==> src/rtl/mipsfpga_ahb_sevensegscan_if.sv <==
// Register-slave side of the seven-segment scan driver: shadow inputs, load
// strobe, live brightness, and the scanned display pins.
interface mipsfpga_ahb_sevensegscan_if #(
  parameter int NUM_DIGITS = 8
);
  logic                    load;
  logic [4*NUM_DIGITS-1:0] digits_in;
  logic [NUM_DIGITS-1:0]   en_in;
  logic [NUM_DIGITS-1:0]   dp_in;
  logic [NUM_DIGITS-1:0]   blink_in;
  logic [3:0]              brightness;
  logic [NUM_DIGITS-1:0]   an_n;
  logic [6:0]              seg_n;
  logic                    dp_n;
  logic                    frame_start;
  logic                    pending;

  modport master (
    output load, digits_in, en_in, dp_in, blink_in, brightness,
    input  an_n, seg_n, dp_n, frame_start, pending
  );

  modport slave (
    input  load, digits_in, en_in, dp_in, blink_in, brightness,
    output an_n, seg_n, dp_n, frame_start, pending
  );
endinterface

==> src/rtl/mipsfpga_ahb_sevensegscan.sv <==
// Multiplexed seven-segment scan driver with per-digit dp/blink, 16-level PWM
// brightness and frame-synchronous double-buffered digit updates.
module mipsfpga_ahb_sevensegscan #(
  parameter int NUM_DIGITS   = 8,
  parameter int SLOT_CYCLES  = 12500,
  parameter int BLINK_FRAMES = 64
) (
  input logic                   clk,
  input logic                   reset,
  mipsfpga_ahb_sevensegscan_if.slave bus
);
  localparam int SLOT_W = (SLOT_CYCLES > 1) ? $clog2(SLOT_CYCLES) : 1;
  localparam int SEL_W  = (NUM_DIGITS > 1) ? $clog2(NUM_DIGITS) : 1;
  localparam int FRM_W  = (BLINK_FRAMES > 1) ? $clog2(BLINK_FRAMES) : 1;
  localparam int WIN    = SLOT_CYCLES / 16;

  localparam logic [SLOT_W-1:0] SLOT_LAST = SLOT_W'(SLOT_CYCLES - 1);
  localparam logic [SEL_W-1:0]  SEL_LAST  = SEL_W'(NUM_DIGITS - 1);
  localparam logic [FRM_W-1:0]  FRM_LAST  = FRM_W'(BLINK_FRAMES - 1);

  logic [SLOT_W-1:0]       slot_cnt;
  logic [SEL_W-1:0]        sel;
  logic [FRM_W-1:0]        frame_cnt;
  logic                    blink_phase;
  logic [3:0]              bright_q;
  logic                    pending_q;

  logic [4*NUM_DIGITS-1:0] pend_digit, active_digit;
  logic [NUM_DIGITS-1:0]   pend_en, active_en;
  logic [NUM_DIGITS-1:0]   pend_dp, active_dp;
  logic [NUM_DIGITS-1:0]   pend_blink, active_blink;

  logic [NUM_DIGITS-1:0]   an_q;
  logic [6:0]              seg_q;
  logic                    dp_q;
  logic                    frame_q;

  logic                    slot_wrap, boundary;
  logic                    cur_en, cur_dp, cur_blink;
  logic [3:0]              cur_digit;
  logic [SLOT_W-1:0]       w_idx;
  logic                    pwm_on, lit;

  function automatic logic [6:0] hexdec(input logic [3:0] v);
    case (v)
      4'h0: hexdec = 7'h40;  4'h1: hexdec = 7'h79;
      4'h2: hexdec = 7'h24;  4'h3: hexdec = 7'h30;
      4'h4: hexdec = 7'h19;  4'h5: hexdec = 7'h12;
      4'h6: hexdec = 7'h02;  4'h7: hexdec = 7'h78;
      4'h8: hexdec = 7'h00;  4'h9: hexdec = 7'h10;
      4'hA: hexdec = 7'h08;  4'hB: hexdec = 7'h03;
      4'hC: hexdec = 7'h46;  4'hD: hexdec = 7'h21;
      4'hE: hexdec = 7'h06;  default: hexdec = 7'h0E;
    endcase
  endfunction

  always_comb begin
    slot_wrap = (slot_cnt == SLOT_LAST);
    boundary  = slot_wrap && (sel == SEL_LAST);
    cur_en    = 1'b0;
    cur_dp    = 1'b0;
    cur_blink = 1'b0;
    cur_digit = 4'h0;
    for (int k = 0; k < NUM_DIGITS; k++) begin
      if (sel == SEL_W'(k)) begin
        cur_en    = active_en[k];
        cur_dp    = active_dp[k];
        cur_blink = active_blink[k];
        cur_digit = active_digit[4*k +: 4];
      end
    end
    // Level 15 forces full duty so a slot length that is not a multiple of 16
    // never leaves a dark tail at maximum brightness.
    w_idx  = slot_cnt / SLOT_W'(WIN);
    pwm_on = (bright_q == 4'hF) || (w_idx <= SLOT_W'(bright_q));
    lit    = cur_en && pwm_on && !(cur_blink && blink_phase);
  end

  always_ff @(posedge clk) begin
    if (reset) begin
      slot_cnt     <= '0;
      sel          <= '0;
      frame_cnt    <= '0;
      blink_phase  <= 1'b0;
      bright_q     <= 4'h0;
      pending_q    <= 1'b0;
      pend_digit   <= '0;
      pend_en      <= '0;
      pend_dp      <= '0;
      pend_blink   <= '0;
      active_digit <= '0;
      active_en    <= '0;
      active_dp    <= '0;
      active_blink <= '0;
      an_q         <= '1;
      seg_q        <= 7'h7F;
      dp_q         <= 1'b1;
      frame_q      <= 1'b0;
    end else begin
      slot_cnt <= slot_wrap ? '0 : slot_cnt + 1'b1;
      if (slot_wrap)
        sel <= (sel == SEL_LAST) ? '0 : sel + 1'b1;
      if (slot_cnt == '0)
        bright_q <= bus.brightness;

      if (boundary) begin
        if (frame_cnt == FRM_LAST) begin
          frame_cnt   <= '0;
          blink_phase <= ~blink_phase;
        end else begin
          frame_cnt <= frame_cnt + 1'b1;
        end
      end
      frame_q <= boundary;

      // A load landing on the boundary itself bypasses the shadow stage.
      if (boundary) begin
        if (bus.load) begin
          active_digit <= bus.digits_in;
          active_en    <= bus.en_in;
          active_dp    <= bus.dp_in;
          active_blink <= bus.blink_in;
        end else if (pending_q) begin
          active_digit <= pend_digit;
          active_en    <= pend_en;
          active_dp    <= pend_dp;
          active_blink <= pend_blink;
        end
        pending_q <= 1'b0;
      end else if (bus.load) begin
        pend_digit <= bus.digits_in;
        pend_en    <= bus.en_in;
        pend_dp    <= bus.dp_in;
        pend_blink <= bus.blink_in;
        pending_q  <= 1'b1;
      end

      for (int k = 0; k < NUM_DIGITS; k++)
        an_q[k] <= ~(lit && (sel == SEL_W'(k)));
      seg_q <= lit ? hexdec(cur_digit) : 7'h7F;
      dp_q  <= ~(lit && cur_dp);
    end
  end

  assign bus.an_n        = an_q;
  assign bus.seg_n       = seg_q;
  assign bus.dp_n        = dp_q;
  assign bus.frame_start = frame_q;
  assign bus.pending     = pending_q;
endmodule

==> src/flat_wrapper.sv <==
// flat-port wrapper written by rule: the top's interface ports become plain ports
module mipsfpga_ahb_sevensegscan_flat 
#(
  parameter int NUM_DIGITS   = 8,
  parameter int SLOT_CYCLES  = 12500,
  parameter int BLINK_FRAMES = 64
)
  (clk, reset, bus_load, bus_digits_in, bus_en_in, bus_dp_in, bus_blink_in, bus_brightness, bus_an_n, bus_seg_n, bus_dp_n, bus_frame_start, bus_pending);
  mipsfpga_ahb_sevensegscan_if #(.NUM_DIGITS(NUM_DIGITS)) bus_i ();
  input logic clk;
  input logic reset;
  input wire logic [$bits(bus_i.load)-1:0] bus_load;
  input wire logic [$bits(bus_i.digits_in)-1:0] bus_digits_in;
  input wire logic [$bits(bus_i.en_in)-1:0] bus_en_in;
  input wire logic [$bits(bus_i.dp_in)-1:0] bus_dp_in;
  input wire logic [$bits(bus_i.blink_in)-1:0] bus_blink_in;
  input wire logic [$bits(bus_i.brightness)-1:0] bus_brightness;
  output wire logic [$bits(bus_i.an_n)-1:0] bus_an_n;
  output wire logic [$bits(bus_i.seg_n)-1:0] bus_seg_n;
  output wire logic [$bits(bus_i.dp_n)-1:0] bus_dp_n;
  output wire logic [$bits(bus_i.frame_start)-1:0] bus_frame_start;
  output wire logic [$bits(bus_i.pending)-1:0] bus_pending;
  assign bus_i.load = bus_load;
  assign bus_i.digits_in = bus_digits_in;
  assign bus_i.en_in = bus_en_in;
  assign bus_i.dp_in = bus_dp_in;
  assign bus_i.blink_in = bus_blink_in;
  assign bus_i.brightness = bus_brightness;
  assign bus_an_n = bus_i.an_n;
  assign bus_seg_n = bus_i.seg_n;
  assign bus_dp_n = bus_i.dp_n;
  assign bus_frame_start = bus_i.frame_start;
  assign bus_pending = bus_i.pending;
  mipsfpga_ahb_sevensegscan #(.NUM_DIGITS(NUM_DIGITS), .SLOT_CYCLES(SLOT_CYCLES), .BLINK_FRAMES(BLINK_FRAMES)) u_core (.clk(clk), .reset(reset), .bus(bus_i));
endmodule
==> config.mk <==
export PLATFORM = sky130hd
export DESIGN_NAME = mipsfpga_ahb_sevensegscan_flat
export DESIGN_NICKNAME = d
export VERILOG_FILES = /design/src/rtl/mipsfpga_ahb_sevensegscan_if.sv /design/src/rtl/mipsfpga_ahb_sevensegscan.sv /design/src/flat_wrapper.sv
export SDC_FILE = /design/constraint.sdc
export NUM_CORES = 1
export LEC_CHECK = 0
export CORE_MARGIN = 3
export CORE_UTILIZATION = 30
export CTS_CLUSTER_SIZE = 14
export DETAILED_ROUTE_END_ITERATION = 12
export PLACE_DENSITY_LB_ADDON = 0.15
export SLEW_MARGIN = 20
export SYNTH_ARGS = -nofsm -noshare
export SYNTH_HDL_FRONTEND = slang
export SYNTH_SLANG_ARGS = --single-unit
==> constraint.sdc <==
create_clock -name clk -period 11.45 [get_ports clk]
set_input_delay 1.7175 -clock clk [delete_from_list [all_inputs] [get_ports clk]]
set_output_delay 1.7175 -clock clk [all_outputs]
set_load 0.02 [all_outputs]
* After elaboration in Yosys (flattened, before gate mapping)
Memories as Yosys holds them, arrays and structs flattened. A register that Yosys moved wholly into a read port is not among the register bits.
Index checks and enable logic that the tools add are counted.
** Cells by class
- Divide/modulo/power cells :: 1
- Bitwise logic cells :: 12
- Reduce and logical (&&, ||, !) cells :: 24
- $add $sub $neg :: 3
- Multiplexer cells :: 42
- Eq/ne operators :: 10
- Order comparisons :: 1
** Operator list (number)
- $mux W32 :: 2
- $mux W8 :: 6
- $mux W4 :: 8
- $mux W1 :: 24
- $add A14 B1 Y14 const B :: 1
- $div A14 B10 Y14 const B :: 1
- $eq A14 B14 Y1 const B :: 1
- $le A14 B4 Y1 :: 1
- $logic_not A14 Y1 :: 1
- $logic_and A1 B1 Y1 :: 13
- $eq A3 B3 Y1 const B :: 4
- $not A1 Y1 :: 12
- $add A6 B1 Y6 const B :: 1
- $eq A3 B2 Y1 const B :: 2
- $eq A6 B6 Y1 const B :: 1
- $mux W6 :: 1
- $reduce_and A2 Y1 :: 3
- $reduce_or A2 Y1 :: 3
- $eq A4 B4 Y1 const B :: 1
- $add A3 B1 Y3 const B :: 1
- $eq A3 B1 Y1 const B :: 1
- $logic_not A3 Y1 :: 1
- $mux W3 :: 1
- $reduce_bool A2 Y1 :: 1
- 2 further kinds :: 2
** Storage, ports and cells
- Output and inout bits :: 18
- ROM bits :: 112
- Register bits after elaboration :: 151
- Memories kept :: 1
- Input bits :: 63
- Word-level logic and storage cells :: 111
** Memories
- (name not given) :: depth 16, bits a word 7, read ports 1, clocked after memory_dff 1, wr ports 0, line mipsfpga_ahb_sevensegscan.sv:45 : case (v)

* Longest topological paths before layout
Gate-level depths: netlist of run 1.
- Depth after elaboration :: 14
- Gate-level depth with buffers :: 29
- Gate-level depth less buffers :: 25

* Worst setup path before layout of run 1
No wires, ideal clock.
- Path kind :: register to register
- From :: register u_core.slot_cnt[10]
- To :: register u_core.seg_q[3], in the netlist u_core.bus.seg_n[3]
- Required time :: 11.309 ns
- Path buffers :: 3
- Path slack :: 6.331 ns
- Cell stages (with the launch flop) :: 27
- Period minus slack after synthesis :: 5.119 ns
- Arrival time :: 4.978 ns
- Cells stage by stage :: dfxtp_1 buf_6 or4_1 buf_6 o221ai_2 a211oi_1 o311ai_2 mux2i_1 a41oi_4 nor4b_4 mux2i_1 o211ai_4 o21bai_4 o2111a_1 o22ai_1 a31oi_1 ha_1 nor2b_1 o21ai_0 nand2b_1 a21oi_1 a41oi_1 o21ai_0 nand2_1 nor2_1 clkbuf_1 o211ai_1
** Between the ends
- Word-level cells in the longest chain between the ends :: 7
** RTL lines
- from (decl) :: line mipsfpga_ahb_sevensegscan.sv:21 : logic [SLOT_W-1:0] slot_cnt;
- from (signal assigned) :: line mipsfpga_ahb_sevensegscan.sv:100 : slot_cnt <= slot_wrap ? '0 : slot_cnt + 1'b1;
- $div A14 B10 Y14 :: line mipsfpga_ahb_sevensegscan.sv:74 : w_idx = slot_cnt / SLOT_W'(WIN);
- $le A14 B4 Y1 :: line mipsfpga_ahb_sevensegscan.sv:75 : pwm_on = (bright_q == 4'hF) || (w_idx <= SLOT_W'(bright_q));
- $logic_or A1 B1 Y1 :: line mipsfpga_ahb_sevensegscan.sv:75
- $logic_and A1 B1 Y1 (2 in series) :: line mipsfpga_ahb_sevensegscan.sv:76 : lit = cur_en && pwm_on && !(cur_blink && blink_phase);
- $not A1 Y1 (no source line)
- $reduce_or A2 Y1 (no source line)
- to (decl) :: line mipsfpga_ahb_sevensegscan.sv:34 : logic [6:0] seg_q;
Every way passes these cells.
A chain may end at the register's enable or synchronous reset.

* Worst setup path in the final report of run 1
- From :: register u_core.slot_cnt[5]
- To :: register u_core.an_q[2], in the netlist u_core.bus.an_n[2]
** Between the ends
- Word-level cells in the longest chain between the ends :: 7
** RTL lines
- $div A14 B10 Y14 :: line mipsfpga_ahb_sevensegscan.sv:74
- $le A14 B4 Y1 :: line mipsfpga_ahb_sevensegscan.sv:75
- $logic_or A1 B1 Y1 :: line mipsfpga_ahb_sevensegscan.sv:75
- $logic_and A1 B1 Y1 (2 in series) :: line mipsfpga_ahb_sevensegscan.sv:76
- $logic_and A1 B1 Y1 :: line mipsfpga_ahb_sevensegscan.sv:139 : an_q[k] <= ~(lit && (sel == SEL_W'(k)));
- $not A1 Y1 :: line mipsfpga_ahb_sevensegscan.sv:139
- to (signal, indexed assignment) :: line mipsfpga_ahb_sevensegscan.sv:139
- to (decl) :: line mipsfpga_ahb_sevensegscan.sv:33 : logic [NUM_DIGITS-1:0] an_q;
Every way passes these cells.

==> results of run 1 <==
-- power by group through the flow --
stage / clock network (mW) / logic (mW) / registers [mW]
after global routing: 0.610 / 0.105 / 0.572
after floorplan: 0 / 0.0540 / 0.581
final: 0.570 / 0.0947 / 0.570
after global placement: 0 / 0.0956 / 0.582
after CTS: 0.586 / 0.0958 / 0.570
after detailed placement: 0 / 0.0955 / 0.583
-- placed cells by master (no fill, tap or decap), drive strengths merged, types with 6 or more instances in the layout --
master           n
a22oi           12
or2             10
clkdlybuf4s50   78
clkbuf          17
o21ai           35
nor2           135
and2             8
inv             33
mux2i           70
nand4           12
dfxtp          158
nor3            10
buf             11
ha              20
and3             6
o211ai           8
a21oi           92
a211oi          65
nand2          190
o221ai           7
xor2            13
xnor2           20
nand3           25
nand2b           8
-- layer usage --
metal / global-route usage (%) / routed length [um] / vias to the layer above / share of wire [%]
met5: 0 / 0 / - / 0
met4: 4.06 / 364 / 0 / 1.5
met3: 2.56 / 831 / 25 / 3.4
met2: 24.4 / 11000 / 125 / 45
met1: 22.7 / 12300 / 3474 / 50
li1: - / - / 3863 / -
-- per-stage QoR --
stage               utilization [%]  worst slack [ps]  power [mW]  instance area [sq um]
floorplan                         -              6330       0.635                   8710
global placement               34.4              5210       0.678                   9700
detailed placement             34.4              5230       0.679                   9700
CTS                            36.5              5240        1.25                  10300
global route                   36.5              4530        1.29                  10300
finish                         36.5              5240        1.23                  10300
-- state kept, by name, summed over array words and instances (netlist names) --
name and flops:
u_core.active_blink 8, u_core.active_digit 32, u_core.active_dp 8, u_core.active_en 8
u_core.blink_phase 1, u_core.bright_q 4, u_core.bus.an_n 8, u_core.bus.dp_n 1
u_core.bus.frame_start 1, u_core.bus.pending 1, u_core.bus.seg_n 7, u_core.frame_cnt 6
u_core.pend_blink 8, u_core.pend_digit 32, u_core.pend_dp 8, u_core.pend_en 8
u_core.sel 3, u_core.slot_cnt 14
-- cell families (layout without fill, tap and decap cells) --
kind of cell / count (synthesis) / count (layout) / synth area share (%)
and+or+nand+nor: 426 / 426 / 21.7
AOI/OAI and AO/OA: 266 / 266 / 21.7
DFF: 158 / 158 / 36.3
buffers and inverters: 108 / 146 / 5.19
muxes: 73 / 73 / 8.52
xor gates and xnor gates: 33 / 33 / 3.49
adders and majority gates: 22 / 22 / 3.10
-- critical path, cell delays in order (launching register included) --
cell and delay (ps):
dfxtp_1 780, o211ai_2 250, and4_1 270, o31a_1 370, a211oi_4 380, xnor2_2 170, a211oi_4 320, a21o_1 400
mux2_2 380, a31o_2 260, o21bai_4 170, and4b_1 220, o22ai_1 70, a31oi_1 170, ha_1 170, nor2b_1 40
o21ai_0 140, nand2b_1 70, a21oi_1 140, a41oi_1 50, o21ai_0 220, nand2_1 70, nor2_1 610, and2_1 270
nand2_1 60
-- how the worst min path moves through the flow --
stage / slack, ps / endpoint
2_1_floorplan: 440 / u_core.pend_blink[0]
3_3_place_gp: 440 / u_core.pend_digit[11]
3_5_place_dp: 450 / u_core.pend_blink[1]
4_1_cts: 460 / u_core.pend_blink[5]
5_1_grt: 470 / u_core.pend_digit[31]
6_report: 450 / u_core.pend_blink[7]
-- area by class of cell --
cell class | count | area, sq um
multi-input cells | 820 | 5100
clock buffers | 17 | 425
repair buffers | 89 | 867
well taps | 378 | 473
flip-flops and latches | 158 | 3160
inverters | 25 | 93.8
fillers | 2927 | 17900
clock inverters | 15 | 166
==> flow_summary.html, run 1 <==
<table>
<tr><th>Metric</th><th>Value</th></tr>
<tr><th colspan="2">Min path</th></tr>
<tr><td>Worst hold path startpoint</td><td>u_core.pend_blink[7]</td></tr>
<tr><td>Worst min-delay path class</td><td>flop to flop</td></tr>
<tr><td>Number of cells traversed by the worst hold path</td><td>2</td></tr>
<tr><th colspan="2">Setup path</th></tr>
<tr><td>Critical Path Fanout Max</td><td>21</td></tr>
<tr><td>Endpoint of the worst-slack reg-to-reg timing path</td><td>u_core.bus.an_n[2]</td></tr>
<tr><td>Arrival time reported for the critical path endpoint</td><td>between 6000 and 7000 ps</td></tr>
<tr><td>Category of the worst setup path capture point</td><td>flop</td></tr>
<tr><td>Worst flop-to-flop path startpoint</td><td>u_core.slot_cnt[5]</td></tr>
<tr><td>FF-to-FF path depth</td><td>24</td></tr>
<tr><td>Timing endpoint of the critical path</td><td>u_core.bus.an_n[2]</td></tr>
<tr><td>Crit start category</td><td>flop</td></tr>
<tr><td>Reg-to-reg setup timing slack</td><td>roughly 5200 ps</td></tr>
<tr><td>Worst setup path startpoint</td><td>u_core.slot_cnt[5]</td></tr>
<tr><td>Kind of critical path</td><td>flop to flop</td></tr>
<tr><td>Data required time of the worst path</td><td>approximately 12000 ps</td></tr>
<tr><th colspan="2">Global route</th></tr>
<tr><td>Number of global-route vias before repair</td><td>between 7k and 8k</td></tr>
<tr><td>Largest net degree at the start of global routing</td><td>about 110</td></tr>
<tr><td>Initial antenna violation count</td><td>0</td></tr>
<tr><td>First-pass GRT wire length</td><td>about 39 mm</td></tr>
<tr><td>Total global routing track utilization</td><td>15.7%</td></tr>
<tr><td>Total grt overflow</td><td>0</td></tr>
<tr><th colspan="2">STA</th></tr>
<tr><td>Slew margin rel.</td><td>about a third</td></tr>
<tr><td>Final setup violation count</td><td>0</td></tr>
<tr><td>Count of final hold-check violations</td><td>0</td></tr>
<tr><td>Maximum clock skew at final layout</td><td>roughly 16 ps</td></tr>
<tr><td>Unrepaired setup endpoints after global routing</td><td>no</td></tr>
<tr><td>Ratio of final minimum period to clock period</td><td>roughly 54%</td></tr>
<tr><td>Crit path time final</td><td>6210 ps</td></tr>
<tr><td>Max Slew Vio Count</td><td>0</td></tr>
<tr><td>Hold WS</td><td>around 450 ps</td></tr>
<tr><td>Slew at the pin with the worst max-slew slack</td><td>about 1000 ps</td></tr>
<tr><td>Setup TNS Final</td><td>0 ps</td></tr>
<tr><td>Upper clock frequency limit</td><td>161 MHz</td></tr>
<tr><th colspan="2">Synthesis</th></tr>
<tr><td>Flip-flop and latch count after synthesis</td><td>between 150 and 200</td></tr>
<tr><td>Synth Cell Area</td><td>~8700 sq um</td></tr>
<tr><td>Commonest register cell after synthesis</td><td>dfxtp_1</td></tr>
<tr><td>Most common cell in the synthesized netlist</td><td>nand2_1</td></tr>
<tr><td>Register area share after synthesis</td><td>36.3%</td></tr>
<tr><td>Ranking of synthesized cells by area</td><td>dfxtp_1 36%, nand2_1 8.2%, mux2i_1 8.0%</td></tr>
<tr><td>Post-synthesis area per instance</td><td>8.02 sq um</td></tr>
<tr><td>Cell count after synthesis</td><td>~1.1k</td></tr>
<tr><td>Top cell type by total area after synthesis</td><td>dfxtp_1</td></tr>
<tr><td>Number of distinct standard cells referenced by the synthesized netlist</td><td>between 80 and 90</td></tr>
<tr><td>Most common library cells after synthesis</td><td>190 x nand2_1, 158 x dfxtp_1, 135 x nor2_1, 90 x a21oi_1, 70 x mux2i_1</td></tr>
<tr><td>Synthesized net count</td><td>1169</td></tr>
<tr><td>Number of warnings issued by yosys</td><td>0</td></tr>
<tr><td>Number of synthesized flops with an enable pin</td><td>0</td></tr>
<tr><td>FFs w/ async S/R, synth</td><td>0%</td></tr>
<tr><td>Area share of the largest cell type after synthesis</td><td>between 30% and 40%</td></tr>
<tr><th colspan="2">Clocking</th></tr>
<tr><td>Source-to-sink clock delay at the later pin of the worst-skew pair</td><td>about 430 ps</td></tr>
<tr><td>Number of setup buffers added after CTS</td><td>0</td></tr>
<tr><td>Number of clock sinks</td><td>158</td></tr>
<tr><td>Number of resized instances in the post-cts repair step</td><td>0</td></tr>
<tr><td>Total CTS buffers</td><td>17</td></tr>
<tr><td>Clock-pin slew reported for the worst setup and hold paths after clock tree synthesis</td><td>roughly 70 ps</td></tr>
<tr><td>Clock tree from TritonCTS</td><td>done</td></tr>
<tr><td>Hold buffer count at cts</td><td>0</td></tr>
<tr><td>Clk Tree Root Cell</td><td>clkbuf_16</td></tr>
<tr><td>Maximum clock path buffer count</td><td>2</td></tr>
<tr><td>H-tree depth</td><td>4</td></tr>
<tr><th colspan="2">Placed design</th></tr>
<tr><td>Number of placed instances with taps included</td><td>about 1.5k</td></tr>
<tr><td>RePlAce Congestion</td><td>~0.89</td></tr>
<tr><td>Number of buffers added on ports</td><td>80</td></tr>
<tr><td>HPWL Detailed</td><td>17.0 mm</td></tr>
<tr><th colspan="2">Drt</th></tr>
<tr><td>Detailed-routing iteration count for the pre-antenna-repair pass</td><td>5</td></tr>
<tr><td>Vias/cell</td><td>4.98</td></tr>
<tr><td>Post-detailed-route DRC marker count</td><td>0</td></tr>
<tr><td>Wire length after detailed routing</td><td>between 20 and 25 mm</td></tr>
<tr><td>Detailed-route wire length per cell</td><td>16.4 um</td></tr>
<tr><td>Via count</td><td>approximately 7.5k</td></tr>
<tr><td>Post-DRT Antenna Nets</td><td>0</td></tr>
<tr><td>Violation count after the first detailed-routing iteration</td><td>around 530</td></tr>
<tr><th colspan="2">Final layout</th></tr>
<tr><td>Proportion of layout cells with a drive suffix above 1</td><td>slightly below 8%</td></tr>
<tr><td>Net total in the final layout</td><td>about 1.2k</td></tr>
<tr><td>Cell Count, Final, Fillers Out</td><td>about 1.5k</td></tr>
<tr><td>Layout Area Growth over Synthesis</td><td>18.2%</td></tr>
<tr><td>Diodes inserted</td><td>0</td></tr>
<tr><th colspan="2">Die</th></tr>
<tr><td>I/O Pins</td><td>just over 80</td></tr>
<tr><td>Core region area</td><td>28200 sq um</td></tr>
<tr><td>Die Wd</td><td>approximately 180 um</td></tr>
<tr><td>FP Rows</td><td>61</td></tr>
<tr><td>Chip height</td><td>roughly 180 um</td></tr>
<tr><td>Initial standard-cell utilization of the core</td><td>30.9%</td></tr>
<tr><td>Area of the die</td><td>31100 sq um</td></tr>
<tr><th colspan="2">Run</th></tr>
<tr><td>Max-cap violation count</td><td>0</td></tr>
<tr><th colspan="2">Pwr</th></tr>
<tr><td>Switching power</td><td>0.334 mW</td></tr>
<tr><td>VDD IR max</td><td>0.0731 mV</td></tr>
<tr><td>Internal power contribution</td><td>roughly 0.90 mW</td></tr>
<tr><td>Net switching fraction of the power</td><td>a little over a quarter</td></tr>
<tr><td>Fraction of power consumed by sequential logic</td><td>46.2%</td></tr>
<tr><td>Pwr dens</td><td>~120 nW/um^2</td></tr>
<tr><td>Clock Power Share</td><td>between 40% and 50%</td></tr>
<tr><td>Share of power burned in combinational logic</td><td>approximately 7.7%</td></tr>
<tr><td>Pleak</td><td>3.72 nW</td></tr>
<tr><th colspan="2">Status</th></tr>
<tr><td>Status</td><td>finished clean</td></tr>
</table>
Note: power is estimated with default switching activity, not from simulation.
==> inputs of run 2 (changes only) <==
- clock period: 11.45 -> 6.5 ns (I/O delays scaled with it)
==> flow_summary.html, run 2 (synthesized netlist as in run 1, its figures left out) <==
<table>
<tr><th>Metric</th><th>Value</th></tr>
<tr><th colspan="2">Setup path</th></tr>
<tr><td>Master of the slowest instance on the critical path</td><td>dfxtp_1</td></tr>
<tr><td>Arrival time reported for the critical path endpoint</td><td>about 6300 ps</td></tr>
<tr><td>Worst path buffer plus inverter count</td><td>1</td></tr>
<tr><td>Critical Path Fanout Max</td><td>19</td></tr>
<tr><td>Data required time of the worst path</td><td>around 6800 ps</td></tr>
<tr><td>Delay of the slowest critical-path stage</td><td>between 700 and 800 ps</td></tr>
<tr><td>Kind of cell adding the most delay to the critical path</td><td>compound AO/OA/AOI/OAI gates</td></tr>
<tr><td>Category of the worst setup path capture point</td><td>flop</td></tr>
<tr><td>Crit start category</td><td>flop</td></tr>
<tr><td>Kind of critical path</td><td>flop to flop</td></tr>
<tr><th colspan="2">Pwr</th></tr>
<tr><td>Fraction of power consumed by sequential logic</td><td>about 45%</td></tr>
<tr><td>Internal power contribution</td><td>~1.7 mW</td></tr>
<tr><td>Pwr dens</td><td>216 nW/um^2</td></tr>
<tr><td>Share of power burned in combinational logic</td><td>about 7.2%</td></tr>
<tr><td>VDD IR max</td><td>about 0.14 mV</td></tr>
<tr><td>Clock Power Share</td><td>approximately 48%</td></tr>
<tr><td>Pleak</td><td>roughly 3.7 nW</td></tr>
<tr><td>Net switching fraction of the power</td><td>24.6%</td></tr>
<tr><td>Total power draw</td><td>between 2 and 2.5 mW</td></tr>
<tr><td>Switching power</td><td>0.549 mW</td></tr>
<tr><th colspan="2">STA</th></tr>
<tr><td>Slew margin rel.</td><td>~34%</td></tr>
<tr><td>Upper clock frequency limit</td><td>168 MHz</td></tr>
<tr><td>Maximum clock skew at final layout</td><td>14.0 ps</td></tr>
<tr><td>Max Slew Vio Count</td><td>0</td></tr>
<tr><td>Unrepaired setup endpoints after global routing</td><td>no</td></tr>
<tr><td>Setup TNS Final</td><td>0 ps</td></tr>
<tr><td>Count of final hold-check violations</td><td>0</td></tr>
<tr><td>Slew at the pin with the worst max-slew slack</td><td>987 ps</td></tr>
<tr><td>Crit path time final</td><td>~6000 ps</td></tr>
<tr><td>Final setup violation count</td><td>0</td></tr>
<tr><td>Ratio of final minimum period to clock period</td><td>between 90% and 100%</td></tr>
<tr><th colspan="2">Drt</th></tr>
<tr><td>Detailed-route wire length per cell</td><td>approximately 16 um</td></tr>
<tr><td>Wire length after detailed routing</td><td>~24 mm</td></tr>
<tr><td>Post-detailed-route DRC marker count</td><td>0</td></tr>
<tr><td>Vias/cell</td><td>roughly 5</td></tr>
<tr><td>Violation count after the first detailed-routing iteration</td><td>about 440</td></tr>
<tr><td>Post-DRT Antenna Nets</td><td>0</td></tr>
<tr><td>Detailed-routing iteration count for the pre-antenna-repair pass</td><td>4</td></tr>
<tr><td>Via count</td><td>7435</td></tr>
<tr><th colspan="2">Final layout</th></tr>
<tr><td>Largest regs</td><td>u_core.active_digit (32), u_core.pend_digit (32), u_core.slot_cnt (14)</td></tr>
<tr><td>Net total in the final layout</td><td>~1.2k</td></tr>
<tr><td>Number of filler instances in the final layout</td><td>roughly 2.9k</td></tr>
<tr><td>Most frequent cells in the layout</td><td>189 x nand2_1, 158 x dfxtp_1, 134 x nor2_1</td></tr>
<tr><td>Layout Area Growth over Synthesis</td><td>18.7%</td></tr>
<tr><td>Proportion of layout cells with a drive suffix above 1</td><td>under 10%</td></tr>
<tr><td>Leading cell type in the layout, fill and taps excluded</td><td>nand2_1</td></tr>
<tr><td>Diodes inserted</td><td>0</td></tr>
<tr><th colspan="2">Global route</th></tr>
<tr><td>Total global routing track utilization</td><td>roughly 16%</td></tr>
<tr><td>Total grt overflow</td><td>0</td></tr>
<tr><td>Initial antenna violation count</td><td>0</td></tr>
<tr><td>Number of global-route vias before repair</td><td>about 7.1k</td></tr>
<tr><td>Largest net degree at the start of global routing</td><td>roughly 100</td></tr>
<tr><td>First-pass GRT wire length</td><td>39.4 mm</td></tr>
<tr><th colspan="2">Clocking</th></tr>
<tr><td>Hold buffer count at cts</td><td>0</td></tr>
<tr><td>Total CTS buffers</td><td>17</td></tr>
<tr><td>Clock-pin slew reported for the worst setup and hold paths after clock tree synthesis</td><td>70 ps</td></tr>
<tr><td>H-tree depth</td><td>4</td></tr>
<tr><td>Number of setup buffers added after CTS</td><td>0</td></tr>
<tr><td>Clk Tree Root Cell</td><td>clkbuf_16</td></tr>
<tr><td>Number of resized instances in the post-cts repair step</td><td>0</td></tr>
<tr><td>Number of clock sinks</td><td>approximately 160</td></tr>
<tr><td>Clock tree from TritonCTS</td><td>done</td></tr>
<tr><td>Source-to-sink clock delay at the later pin of the worst-skew pair</td><td>430 ps</td></tr>
<tr><td>Maximum clock path buffer count</td><td>2</td></tr>
<tr><th colspan="2">Placed design</th></tr>
<tr><td>Number of buffers added on ports</td><td>80</td></tr>
<tr><td>HPWL Detailed</td><td>between 15 and 20 mm</td></tr>
<tr><td>RePlAce Congestion</td><td>0.882</td></tr>
<tr><th colspan="2">Run</th></tr>
<tr><td>Max-cap violation count</td><td>0</td></tr>
<tr><th colspan="2">Die</th></tr>
<tr><td>Area of the die</td><td>31100 sq um</td></tr>
<tr><td>I/O Pins</td><td>81</td></tr>
<tr><td>Chip height</td><td>about 180 um</td></tr>
<tr><td>Initial standard-cell utilization of the core</td><td>a little under a third</td></tr>
<tr><td>Core region area</td><td>approximately 28000 sq um</td></tr>
<tr><td>FP Rows</td><td>61</td></tr>
<tr><td>Die Wd</td><td>about 180 um</td></tr>
<tr><th colspan="2">Min path</th></tr>
<tr><td>Worst min-delay path class</td><td>flop to flop</td></tr>
<tr><th colspan="2">Status</th></tr>
<tr><td>Status</td><td>finished clean</td></tr>
</table>
-- run 2: changes by cell type in the layout (fill, tap and decap cells not counted), sizes merged --
cell,change
buf,+1
bufinv,+3
clkinv,-3
inv,-1
-- run 2: routing by layer --
layer  vias to the layer above  wire length, um  GRT usage (%)
met5                         -                0              0
met4                         0              351           4.06
met2                       133            10900           24.5
met3                        26              797           2.34
met1                      3422            12200           22.9
li1                       3854                -              -
-- run 2: worst paths after layout --
kind	from	slack [ps]	endpoint	cells after the start
setup / recovery	u_core.slot_cnt[3]	540	u_core.bus.an_n[2]	25
hold reg to reg	u_core.pend_digit[8]	450	u_core.pend_digit[8]	2
setup reg to reg	u_core.slot_cnt[3]	540	u_core.bus.an_n[2]	25
hold / removal	u_core.pend_digit[8]	450	u_core.pend_digit[8]	2
-- run 2: area by class of cell --
| type | count | area, sq um | area share (%) |
|---|---|---|---|
| Clock inverter | 14 | 196 | 1.90 |
| Tap cell | 378 | 473 | 4.58 |
| Multi-Input combinational cell | 820 | 5100 | 49.4 |
| Inverter | 25 | 93.8 | 0.908 |
| Clock buffer | 17 | 425 | 4.12 |
| Timing Repair Buffer | 90 | 883 | 8.55 |
| Sequential cell | 158 | 3160 | 30.6 |
-- run 2: stage by stage --
stage	area, sq um	hold WS (ps)	util [%]	instances	setup slack [ps]
floorplan	8710	436	-	1086	1380
global placement	9720	440	34.5	1471	644
detailed placement	9720	446	34.5	1471	552
CTS	10300	456	36.7	1502	544
global route	10300	469	36.7	1502	28.0
finish	10300	453	36.7	1502	539
-- run 2: tightest hold or removal path, stage by stage (launching register included) --
cell	delay, ps
dfxtp_1	310
nand2_1	50
a21oi_1	50
-- run 2: power by group through the flow --
stage | logic, mW | registers (mW) | clock network, mW
5_1_grt | 0.180 | 1.01 | 1.14
4_1_cts | 0.165 | 1.01 | 1.11
3_5_place_dp | 0.164 | 1.03 | 0
6_report | 0.161 | 1.01 | 1.07
3_3_place_gp | 0.165 | 1.03 | 0
2_1_floorplan | 0.0951 | 1.02 | 0
==> inputs of run 3 (changes only) <==
- GPL_TIMING_DRIVEN: not set -> 0
==> flow_summary.html, run 3 (synthesized netlist as in run 1, its figures left out) <==
<table>
<tr><th>Metric</th><th>Value</th></tr>
<tr><th colspan="2">Clocking</th></tr>
<tr><td>Clock-pin slew reported for the worst setup and hold paths after clock tree synthesis</td><td>~70 ps</td></tr>
<tr><td>H-tree depth</td><td>4</td></tr>
<tr><td>Number of setup buffers added after CTS</td><td>0</td></tr>
<tr><td>Number of clock sinks</td><td>around 160</td></tr>
<tr><td>Clk Tree Root Cell</td><td>clkbuf_16</td></tr>
<tr><td>Total CTS buffers</td><td>17</td></tr>
<tr><td>Source-to-sink clock delay at the later pin of the worst-skew pair</td><td>roughly 440 ps</td></tr>
<tr><td>Maximum clock path buffer count</td><td>2</td></tr>
<tr><td>Clock tree from TritonCTS</td><td>done</td></tr>
<tr><th colspan="2">Final layout</th></tr>
<tr><td>Largest regs</td><td>u_core.active_digit (32), u_core.pend_digit (32), u_core.slot_cnt (14)</td></tr>
<tr><td>Core Util, Final</td><td>between 30% and 40%</td></tr>
<tr><td>Proportion of layout cells with a drive suffix above 1</td><td>under 10%</td></tr>
<tr><td>Net total in the final layout</td><td>roughly 1.3k</td></tr>
<tr><td>Most frequent cells in the layout</td><td>190 x nand2_1, 158 x dfxtp_1, 134 x nor2_1</td></tr>
<tr><td>Diodes inserted</td><td>0</td></tr>
<tr><td>Layout Area Growth over Synthesis</td><td>21.6%</td></tr>
<tr><td>Total area of multi-input combinational cells</td><td>about 5100 sq um</td></tr>
<tr><td>Leading cell type in the layout, fill and taps excluded</td><td>nand2_1</td></tr>
<tr><td>Number of filler instances in the final layout</td><td>2990</td></tr>
<tr><td>Cell area after layout</td><td>10600 sq um</td></tr>
<tr><td>Register area</td><td>3160 sq um</td></tr>
<tr><th colspan="2">Die</th></tr>
<tr><td>Initial standard-cell utilization of the core</td><td>a little under a third</td></tr>
<tr><td>FP Rows</td><td>around 60</td></tr>
<tr><td>Chip height</td><td>176 um</td></tr>
<tr><td>Die Wd</td><td>176 um</td></tr>
<tr><td>I/O Pins</td><td>between 80 and 90</td></tr>
<tr><td>Area of the die</td><td>~31000 sq um</td></tr>
<tr><td>Core region area</td><td>28200 sq um</td></tr>
<tr><th colspan="2">Status</th></tr>
<tr><td>Status</td><td>finished clean</td></tr>
<tr><th colspan="2">Drt</th></tr>
<tr><td>Detailed-routing iteration count for the pre-antenna-repair pass</td><td>5</td></tr>
<tr><td>Detailed-route wire length per cell</td><td>between 15 and 20 um</td></tr>
<tr><td>Post-detailed-route DRC marker count</td><td>0</td></tr>
<tr><td>Via count</td><td>roughly 7.9k</td></tr>
<tr><td>Vias/cell</td><td>between 4 and 5</td></tr>
<tr><td>Post-DRT Antenna Nets</td><td>0</td></tr>
<tr><td>Violation count after the first detailed-routing iteration</td><td>between 400 and 500</td></tr>
<tr><td>Wire length after detailed routing</td><td>25.2 mm</td></tr>
<tr><th colspan="2">Global route</th></tr>
<tr><td>First-pass GRT wire length</td><td>40.2 mm</td></tr>
<tr><td>Total grt overflow</td><td>0</td></tr>
<tr><td>Largest net degree at the start of global routing</td><td>17</td></tr>
<tr><td>Number of global-route vias before repair</td><td>about 7.4k</td></tr>
<tr><td>Initial antenna violation count</td><td>0</td></tr>
<tr><td>Total global routing track utilization</td><td>around 16%</td></tr>
<tr><th colspan="2">STA</th></tr>
<tr><td>Slew margin rel.</td><td>a little over two fifths</td></tr>
<tr><td>Slew at the pin with the worst max-slew slack</td><td>~860 ps</td></tr>
<tr><td>Count of final hold-check violations</td><td>0</td></tr>
<tr><td>Crit path time final</td><td>~6000 ps</td></tr>
<tr><td>Upper clock frequency limit</td><td>around 170 MHz</td></tr>
<tr><td>Max Slew Vio Count</td><td>0</td></tr>
<tr><td>Maximum clock skew at final layout</td><td>approximately 29 ps</td></tr>
<tr><td>Final setup violation count</td><td>0</td></tr>
<tr><td>Setup TNS Final</td><td>0 ps</td></tr>
<tr><td>Hold WS</td><td>453 ps</td></tr>
<tr><td>Unrepaired setup endpoints after global routing</td><td>no</td></tr>
<tr><td>Ratio of final minimum period to clock period</td><td>91.7%</td></tr>
<tr><td>Worst path setup slack after routing</td><td>roughly 540 ps</td></tr>
<tr><th colspan="2">Placed design</th></tr>
<tr><td>Number of buffers added on ports</td><td>between 70 and 80</td></tr>
<tr><td>RePlAce Congestion</td><td>0.811</td></tr>
<tr><td>HPWL Detailed</td><td>18.9 mm</td></tr>
<tr><td>Worst setup slack before clock tree synthesis</td><td>50.5 ps</td></tr>
<tr><td>Cell area after placement</td><td>~10000 sq um</td></tr>
<tr><th colspan="2">Setup path</th></tr>
<tr><td>Category of the worst setup path capture point</td><td>flop</td></tr>
<tr><td>Data required time of the worst path</td><td>between 6000 and 7000 ps</td></tr>
<tr><td>Kind of critical path</td><td>flop to flop</td></tr>
<tr><td>Crit start category</td><td>flop</td></tr>
<tr><td>Critical Path Fanout Max</td><td>10</td></tr>
<tr><td>Arrival time reported for the critical path endpoint</td><td>just over 6000 ps</td></tr>
<tr><td>Master of the slowest instance on the critical path</td><td>or4_1</td></tr>
<tr><td>Delay of the slowest critical-path stage</td><td>530 ps</td></tr>
<tr><th colspan="2">Pwr</th></tr>
<tr><td>VDD IR max</td><td>0.146 mV</td></tr>
<tr><td>Pwr dens</td><td>roughly 210 nW/um^2</td></tr>
<tr><td>Pleak</td><td>about 3.8 nW</td></tr>
<tr><th colspan="2">Min path</th></tr>
<tr><td>Worst min-delay path class</td><td>flop to flop</td></tr>
<tr><th colspan="2">Run</th></tr>
<tr><td>Max-cap violation count</td><td>0</td></tr>
</table>
-- run 3: cell count changes in the layout (fill, tap and decap cells not counted), moves of 3 or more --
| cell | previous run | this run |
|---|---|---|
| buf_2 | 0 | 7 |
| buf_1 | 0 | 8 |
| buf_4 | 11 | 0 |
| clkbuf_1 | 0 | 60 |
| clkbuf_2 | 0 | 3 |
| buf_6 | 0 | 5 |
-- run 3: metal layers --
| metal | up-vias | part of all wire (%) | global-route usage [%] |
|---|---|---|---|
| met2 | 152 | 45 | 25.3 |
| met4 | 0 | 1.1 | 4.09 |
| li1 | 4008 | - | - |
| met3 | 19 | 3.5 | 2.75 |
| met5 | - | 0 | 0 |
| met1 | 3678 | 50 | 23.4 |
-- run 3: worst paths after layout --
path | from | cells after the start | slack [ps] | to
worst min register to register | u_core.pend_digit[29] | 2 | 450 | u_core.pend_digit[29]
worst max-delay path | u_core.slot_cnt[10] | 26 | 540 | u_core.bus.an_n[5]
worst max register to register | u_core.slot_cnt[10] | 26 | 540 | u_core.bus.an_n[5]
worst min-delay path | u_core.pend_digit[29] | 2 | 450 | u_core.pend_digit[29]
-- run 3: cell type report --
class,instances,share of cell area (%)
multi-input cells,820,48.2
flip-flops and latches,158,29.9
repair buffers,79,7.47
well taps,378,4.47
clock buffers,17,4.02
plain buffers,83,3.42
clock inverters,15,1.68
inverters,25,0.887
-- run 3: repair_timing --
| item | CTS | global route |
|---|---|---|
| hold buffers | 0 | 0 |
| endpoints found under the setup margin | 0 | 11 |
| resized for setup | 0 | 8 |
-- run 3: where the power goes --
part	internal (mW)	switching, mW	leakage [nW]
combinational	0.0784	0.0948	2.26
sequential	0.991	0.0117	1.29
clock	0.581	0.448	0.293
total	1.65	0.555	3.84
-- run 3: metrics by stage --
stage,cells,total power [mW]
floorplan,1086,1.12
global placement,1543,1.20
detailed placement,1543,1.20
CTS,1575,2.24
global route,1575,2.30
finish,1575,2.21
-- run 3: worst max-delay path, delay by kind of cell (launching register included) --
kind / cells / cell delay (ps)
multiplexers: 2 / 690
flip-flops: 1 / 310
AND/OR/NAND/NOR: 7 / 1670
AO/OA/AOI/OAI: 13 / 2370
buffers and inverters: 3 / 620
adder cells (fa/ha/maj): 1 / 170
